<file path="src/rtl/if_fetch_unit.sv">
// Instruction fetch producer: PC, req/ready imem handshake, 2-entry skid buffer into IF/ID.
// Head entry visible the cycle after its transfer edge; freeze only blocks pop, never an outstanding request.
module if_fetch_unit #(
    parameter logic [31:0] RESET_PC = 32'h0000_0000,
    parameter logic [31:0] INST_NOP = 32'h0000_0000
) (
    input  logic        CLK,
    input  logic        RST,
    input  logic        freeze,
    input  logic        branch_taken,
    input  logic [31:0] branch_addr,
    output logic        imem_req,
    output logic [31:0] imem_addr,
    input  logic        imem_ready,
    input  logic [31:0] imem_rdata,
    output logic [31:0] PC_Out,
    output logic [31:0] Inst_Out,
    output logic        out_valid
);

    typedef enum logic [1:0] {IDLE, FETCH, DRAIN} state_t;

    state_t      state, state_nxt;
    logic        pending;
    logic [31:0] pc, hold_addr;
    logic [1:0]  occ;
    logic [31:0] pc4_q  [2];
    logic [31:0] inst_q [2];
    logic        br, xfer, push, pop, wr_idx;

    always_ff @(posedge CLK or negedge RST) begin
        if (!RST) state <= IDLE;
        else      state <= state_nxt;
    end

    always_comb begin
        state_nxt = state;
        case (state)
            IDLE:    state_nxt = FETCH;
            FETCH:   if (branch_taken && imem_req && !imem_ready) state_nxt = DRAIN;
            DRAIN:   if (xfer) state_nxt = FETCH;
            default: state_nxt = IDLE;
        endcase
    end

    // Once a request is outstanding its address comes from hold_addr, so pc may move freely.
    always_comb begin
        imem_req  = (state == DRAIN) || pending || (state == FETCH && occ <= 2'd1);
        imem_addr = (state == DRAIN || pending) ? hold_addr : pc;
        br        = branch_taken && (state != IDLE);
        xfer      = imem_req && imem_ready;
        push      = (state == FETCH) && xfer && !br;
        pop       = (occ != 2'd0) && !freeze && !br;
        wr_idx    = (occ == 2'd2) || (occ == 2'd1 && !pop);
    end

    always_ff @(posedge CLK or negedge RST) begin
        if (!RST) begin
            pending   <= 1'b0;
            hold_addr <= RESET_PC;
            pc        <= RESET_PC;
        end else begin
            pending <= imem_req && !imem_ready;
            if (imem_req && !imem_ready) hold_addr <= imem_addr;
            if (br)        pc <= branch_addr;
            else if (push) pc <= pc + 32'd4;
        end
    end

    // Shift-style buffer: slot 0 is always the head; a push into slot 0 overrides the shift.
    always_ff @(posedge CLK or negedge RST) begin
        if (!RST) begin
            occ <= 2'd0;
            for (int i = 0; i < 2; i++) begin
                pc4_q[i]  <= 32'h0;
                inst_q[i] <= INST_NOP;
            end
        end else if (br) begin
            occ <= 2'd0;
        end else begin
            occ <= occ + {1'b0, push} - {1'b0, pop};
            if (pop) begin
                pc4_q[0]  <= pc4_q[1];
                inst_q[0] <= inst_q[1];
            end
            if (push) begin
                pc4_q[wr_idx]  <= pc + 32'd4;
                inst_q[wr_idx] <= imem_rdata;
            end
        end
    end

    assign out_valid = (occ != 2'd0);
    assign PC_Out    = out_valid ? pc4_q[0]  : 32'h0;
    assign Inst_Out  = out_valid ? inst_q[0] : INST_NOP;

endmodule

</file>
<file path="config.mk">
export PLATFORM = sky130hd
export DESIGN_NAME = if_fetch_unit
export DESIGN_NICKNAME = d
export VERILOG_FILES = /design/src/rtl/if_fetch_unit.sv
export SDC_FILE = /design/constraint.sdc
export NUM_CORES = 1
export LEC_CHECK = 0
export BUFFER_PORTS_ARGS = -buffer_cell sky130_fd_sc_hd__buf_2
export CORE_UTILIZATION = 56
export CTS_BUF_LIST = sky130_fd_sc_hd__clkbuf_8 sky130_fd_sc_hd__clkbuf_16
export DETAILED_ROUTE_END_ITERATION = 10
export GPL_TIMING_DRIVEN = 0
export PLACE_DENSITY = 0.89
export SLEW_MARGIN = 20
export SYNTH_ARGS = -nofsm -noshare
export SYNTH_HDL_FRONTEND = slang
export SYNTH_SLANG_ARGS = --single-unit
export TNS_END_PERCENT = 100
</file>
<file path="constraint.sdc">
create_clock -name CLK -period 2.55 [get_ports CLK]
set_input_delay 0.765 -clock CLK [delete_from_list [all_inputs] [get_ports CLK]]
set_output_delay 0.765 -clock CLK [all_outputs]
set_load 0.02 [all_outputs]
</file>
==> Word-level counts from Yosys, hierarchy flattened <==
Index checks and enable logic that the tools add are counted.
{ "op_classes": {"addsub": 3, "n_lt_le_gt_ge": 3, "n_eq_ne": 6, "n_mux": 19, "n_bitwise": 2, "reduce_logical": 25} }
{ "op_table": {"columns": ["op", "n"], "rows": [
  ["2-to-1 mux 32 bit", 10],
  ["bitwise mux 64 bit", 2],
  ["2-to-1 mux 64 bit", 2],
  ["adder 32 x 3 -> 32 bit (second input constant)", 1],
  ["demux 32 bit (select 1 bit)", 1],
  ["logical AND 1 bit", 12],
  ["2-to-1 mux 2 bit", 3],
  ["one-hot mux 2 bit (3 select lines)", 1],
  ["nonzero test 2 bit", 3],
  ["== test 2 x 1 -> 1 bit (second input constant)", 2],
  ["== test 2 bit (second input constant)", 2],
  ["logical NOT 1 bit", 4],
  ["!= test 2 bit (second input constant)", 2],
  ["AND reduction 2 bit", 2],
  ["logical OR 1 bit", 3],
  ["adder 2 x 1 -> 2 bit", 1],
  [">= comparator 2 bit (second input constant)", 1],
  ["less-or-equal comparator 2 x 1 -> 1 bit (second input constant)", 1],
  ["logical NOT 2 bit", 1],
  ["< comparator 2 x 1 -> 1 bit (second input constant)", 1],
  ["inverter 1 -> 2 bit", 1],
  ["subtractor 2 x 1 -> 2 bit", 1],
  ["inverter 1 bit", 1]
]} }
{ "word_totals": {"register_bits": 197, "input_bits": 69, "output_inout_bits": 98, "wordCells": 67} }

==> Longest topological paths before layout <==
{ "logic_depth": {"word_depth": 14, "mapped_depth": 11, "mapped_depth_nobuf": 10} }

==> Worst setup path after synthesis <==
OpenSTA, ideal clock, no wires.
{ "synth_timing": {"kind": "reg-to-output", "from": "register state[1]", "to": "output imem_addr[10]", "t_arrival_ps": 1601, "t_required_ps": 1785, "slack_ps": 184, "stages_incl_launch_ff": 6, "path_buffers": 1, "cell_sequence": "dfrtp_1 inv_1 nor2_1 nor2_1 clkbuf_1 mux2_2"} }
{ "synth_between": {"elab_chain_cells": 3} }
{ "synth_rtl": {"columns": ["element", "line", "source"], "rows": [
  ["from (decl)", "23", "state_t state, state_nxt;"],
  ["from (signal assigned)", "33", "else state <= state_nxt;"],
  ["== test 2 bit", "49", "imem_addr = (state == DRAIN || pending) ? hold_addr : pc;"],
  ["logical OR 1 bit", "49", null],
  ["2-to-1 mux 32 bit", "49", null],
  ["to (decl)", "13", "output logic [31:0] imem_addr,"]
]} }
No other way between the ends.

==> Worst setup path after layout <==
{ "layout_timing": {"from": "register state[1]", "to": "output imem_addr[19]"} }
Same word-level chain as after synthesis.

==> impl_metrics.env <==
export IMPL_status="complete, but fails checks"
export IMPL_violations="negative setup slack"
export IMPL_multi_input_area_sq_mm=0.004449
export IMPL_crit_fanout=5
export IMPL_drtIter0Drc=712
export IMPL_nNetsFinal=1157
export IMPL_synth_cell_types=62
export IMPL_crit_path_end_kind="primary output"
export IMPL_holdCritPathClass="input port to async pin"
export IMPL_diodes=0
export IMPL_seqCellArea_sq_mm=0.004935
export IMPL_synth_edf_count=0
export IMPL_ir_drop_uv=833.2
export IMPL_synthFlopType="dfrtp_1"
export IMPL_clock_fmax_mhz=376.8
export IMPL_p_clk_share_pct=15.7
export IMPL_grt_use_total_pct=31.28
export IMPL_setup_violations=33
export IMPL_p_comb_share_pct=51.0
export IMPL_tightestPinTransition_ns=0.7929
export IMPL_clock_path_buffers=2
export IMPL_ys_ff_latch=197
export IMPL_ys_warn_count=0
export IMPL_netlist_area_leader_share_pct=51.47
export IMPL_rsz0062_at_grt="yes"
export IMPL_intPower_mw=10.22
export IMPL_fin_setup_tns_ns=-1.861
export IMPL_p_seq_share_pct=33.4
export IMPL_gp_congestion=0.9413
export IMPL_antenna_found_initial=1
export IMPL_path_class="flip-flop to primary output"
export IMPL_synthArstFlopShare_pct=100.0
export IMPL_maxCapViolations=0
export IMPL_switching_share_pct=40.43
export IMPL_fin_crit_ns=2.654
export IMPL_die_area_sq_mm=0.01763
export IMPL_startpoint="state[1]$_DFFE_PN0P_"
export IMPL_r2r_start="state[1]$_DFFE_PN0P_"
export IMPL_dp_cells=1268
export IMPL_vias=8182
export IMPL_drt_first_pass_iters=5
export IMPL_fin_total_pwr_mw=17.15
export IMPL_clk_pin_slew_ns=0.07
export IMPL_routed_via_density=6.213
export IMPL_report_final_hold_viol_count=0
export IMPL_area_growth_pct=24.70
export IMPL_die_h_um=132.8
export IMPL_die_w_um=132.8
export IMPL_seq_area_frac_synth_pct=51.47
export IMPL_cts_buffers=17
export IMPL_core_sq_mm=0.01664
export IMPL_port_buffers=166
export IMPL_routed_wl_mm=27.43
export IMPL_power_density_mw_per_mm2=1436
export IMPL_grt_pass1_wl_mm=42.33
export IMPL_netSwitchingPower_mw=6.934
export IMPL_fin_worst_skew_ns=0.007701
export IMPL_period_share_pct=104.1
export IMPL_synth_area_leaders="dfrtp_1 51%, mux2_2 12%, and2_1 4.4%, a2bb2oi_1 3.1%, nand2_1 2.8%"
export IMPL_yosysTopAreaCell="dfrtp_1"
export IMPL_syn_num_nets=952
export IMPL_htree_levels=4
export IMPL_ant_nets=0
export IMPL_worst_skew_pair_late_latency_ns=0.44
export IMPL_wl_per_cell_um=20.82
export IMPL_dp_hpwl_mm=18.11
export IMPL_grt_ovfl_total=0
export IMPL_row_count=47
export IMPL_synth_cells=880
export IMPL_cts_tree="built"
export IMPL_cp_arrival_ns=1.89
export IMPL_fill_cells=1156
export IMPL_drc=0
export IMPL_static_leakage_power_nw=5.617
export IMPL_io_pins=167
export IMPL_root_buffer="clkbuf_16"
export IMPL_clock_sinks=197
export IMPL_syn_area_per_cell_sq_um=10.88
export IMPL_synth_area_sq_mm=0.009578
export IMPL_initial_core_util_pct=57.55
export IMPL_cp_required_ns=1.79
export IMPL_grt_max_degree=75
export IMPL_maxSlewViolCount=0
export IMPL_setup_ws_ns=-0.1040
export IMPL_grt_pass1_vias=7969
export IMPL_slew_headroom_pct=46.95
export IMPL_critPathLaunchType="flip-flop"
export IMPL_instances_no_fill=1317
export IMPL_layout_drive_gt1_share_pct=34.91
area by class of cell:
type | instances | area share (%)
multi-input cells | 602 | 37.25
repair buffers | 188 | 10.75
well taps | 220 | 2.305
clock inverters | 12 | 1.079
clock buffers | 19 | 3.792
plain buffers | 63 | 2.965
inverters | 16 | 0.5447
flip-flops and latches | 197 | 41.32
cell usage in the layout (no fill, tap or decap), types with 32 or more instances in the layout:
cell,Yosys,final
mux2_2,103,71
nor2_1,42,39
dfrtp_1,197,193
nand2_1,72,72
buf_6,1,35
mux2_4,0,32
o22ai_1,36,36
o21ai_0,48,48
a2bb2oi_1,34,34
and2_1,67,67
buf_2,19,153
metrics by stage:
stage	cell area [sq um]	utilization (%)	hold slack (ns)	worst slack [ns]
floorplan	9578	-	0.4460	0.1844
global placement	10680	64.20	0.4616	-2.499
detailed placement	10750	64.59	0.4700	-0.4822
CTS	11840	71.13	0.2687	-0.08828
global route	11940	71.77	0.2926	-0.1155
finish	11940	71.77	0.2590	-0.1040
synthesized netlist by cell type, types with 9 or more instances:
master and n:
a21o_1 9, a21oi_1 19, a221o_1 20, a2bb2oi_1 34
and2_1 67, buf_2 19, clkbuf_1 35, dfrtp_1 197
inv_1 13, mux2_2 103, nand2_1 72, nand3_1 18
nand4_1 15, nor2_1 42, o21ai_0 48, o22ai_1 36
xnor2_1 18, xor2_1 9
layer usage:
layer  global-route usage [%]  routed length, um  up-vias
met2                    50.87              13210      456
met5                        0                  0        -
met3                    7.050               2476       78
met1                    40.90              11050     4049
met4                    12.01                692        0
li1                         -                  -     3599
worst max-delay path, cell delays in order (launching register included):
cell and delay, ns:
dfrtp_2 0.43, inv_4 0.07, nor2_4 0.05, nor2_4 0.11
buf_8 0.16, clkbuf_16 0.16, mux2_4 0.32, buf_6 0.14
logic make-up (layout without fill, tap and decap cells):
family	after synthesis	after routing	synth area share, %
adders and majority gates	3	3	0.3919
and+or+nand+nor	252	252	13.61
xor gates and xnor gates	27	27	2.469
AOI/OAI and AO/OA	216	216	16.16
buffers and inverters	81	298	3.684
muxes	104	104	12.21
DFF	197	197	51.47
path summary, 6_finish.rpt:
path / end / slack, ns / cells after the start
setup / recovery: imem_addr[19] / -0.10 / 7
hold / removal: async pin / 0.26 / 1
setup reg to reg: occ[1]$_DFF_PN0_ / -0.01 / 11
hold reg to reg: flip-flop / 0.49 / 2
max in group asynchronous: hold_addr[6]$_DFFE_PN0P_ / 1.23 / 3
min in group CLK: flip-flop / 0.49 / 2
repair_timing:
item / 4_1_cts / 5_1_grt
gates cloned: 3 / 0
pin swaps: 2 / 3
gates resized for setup: 115 / 41
setup endpoints to repair: 100 / 101
buffers inserted: 14 / 3
hold buffers: 0 / 0
power by group through the flow:
stage / Combinational (mW) / Sequential [mW] / Clock, mW
final: 8.74 / 5.72 / 2.69
after global routing: 9.30 / 5.86 / 2.81
after CTS: 8.39 / 5.64 / 2.69
after detailed placement: 7.42 / 5.66 / 0
after global placement: 7.18 / 5.56 / 0
after floorplan: 5.43 / 5.30 / 0
No activity file was read; power rests on OpenSTA's default activity.
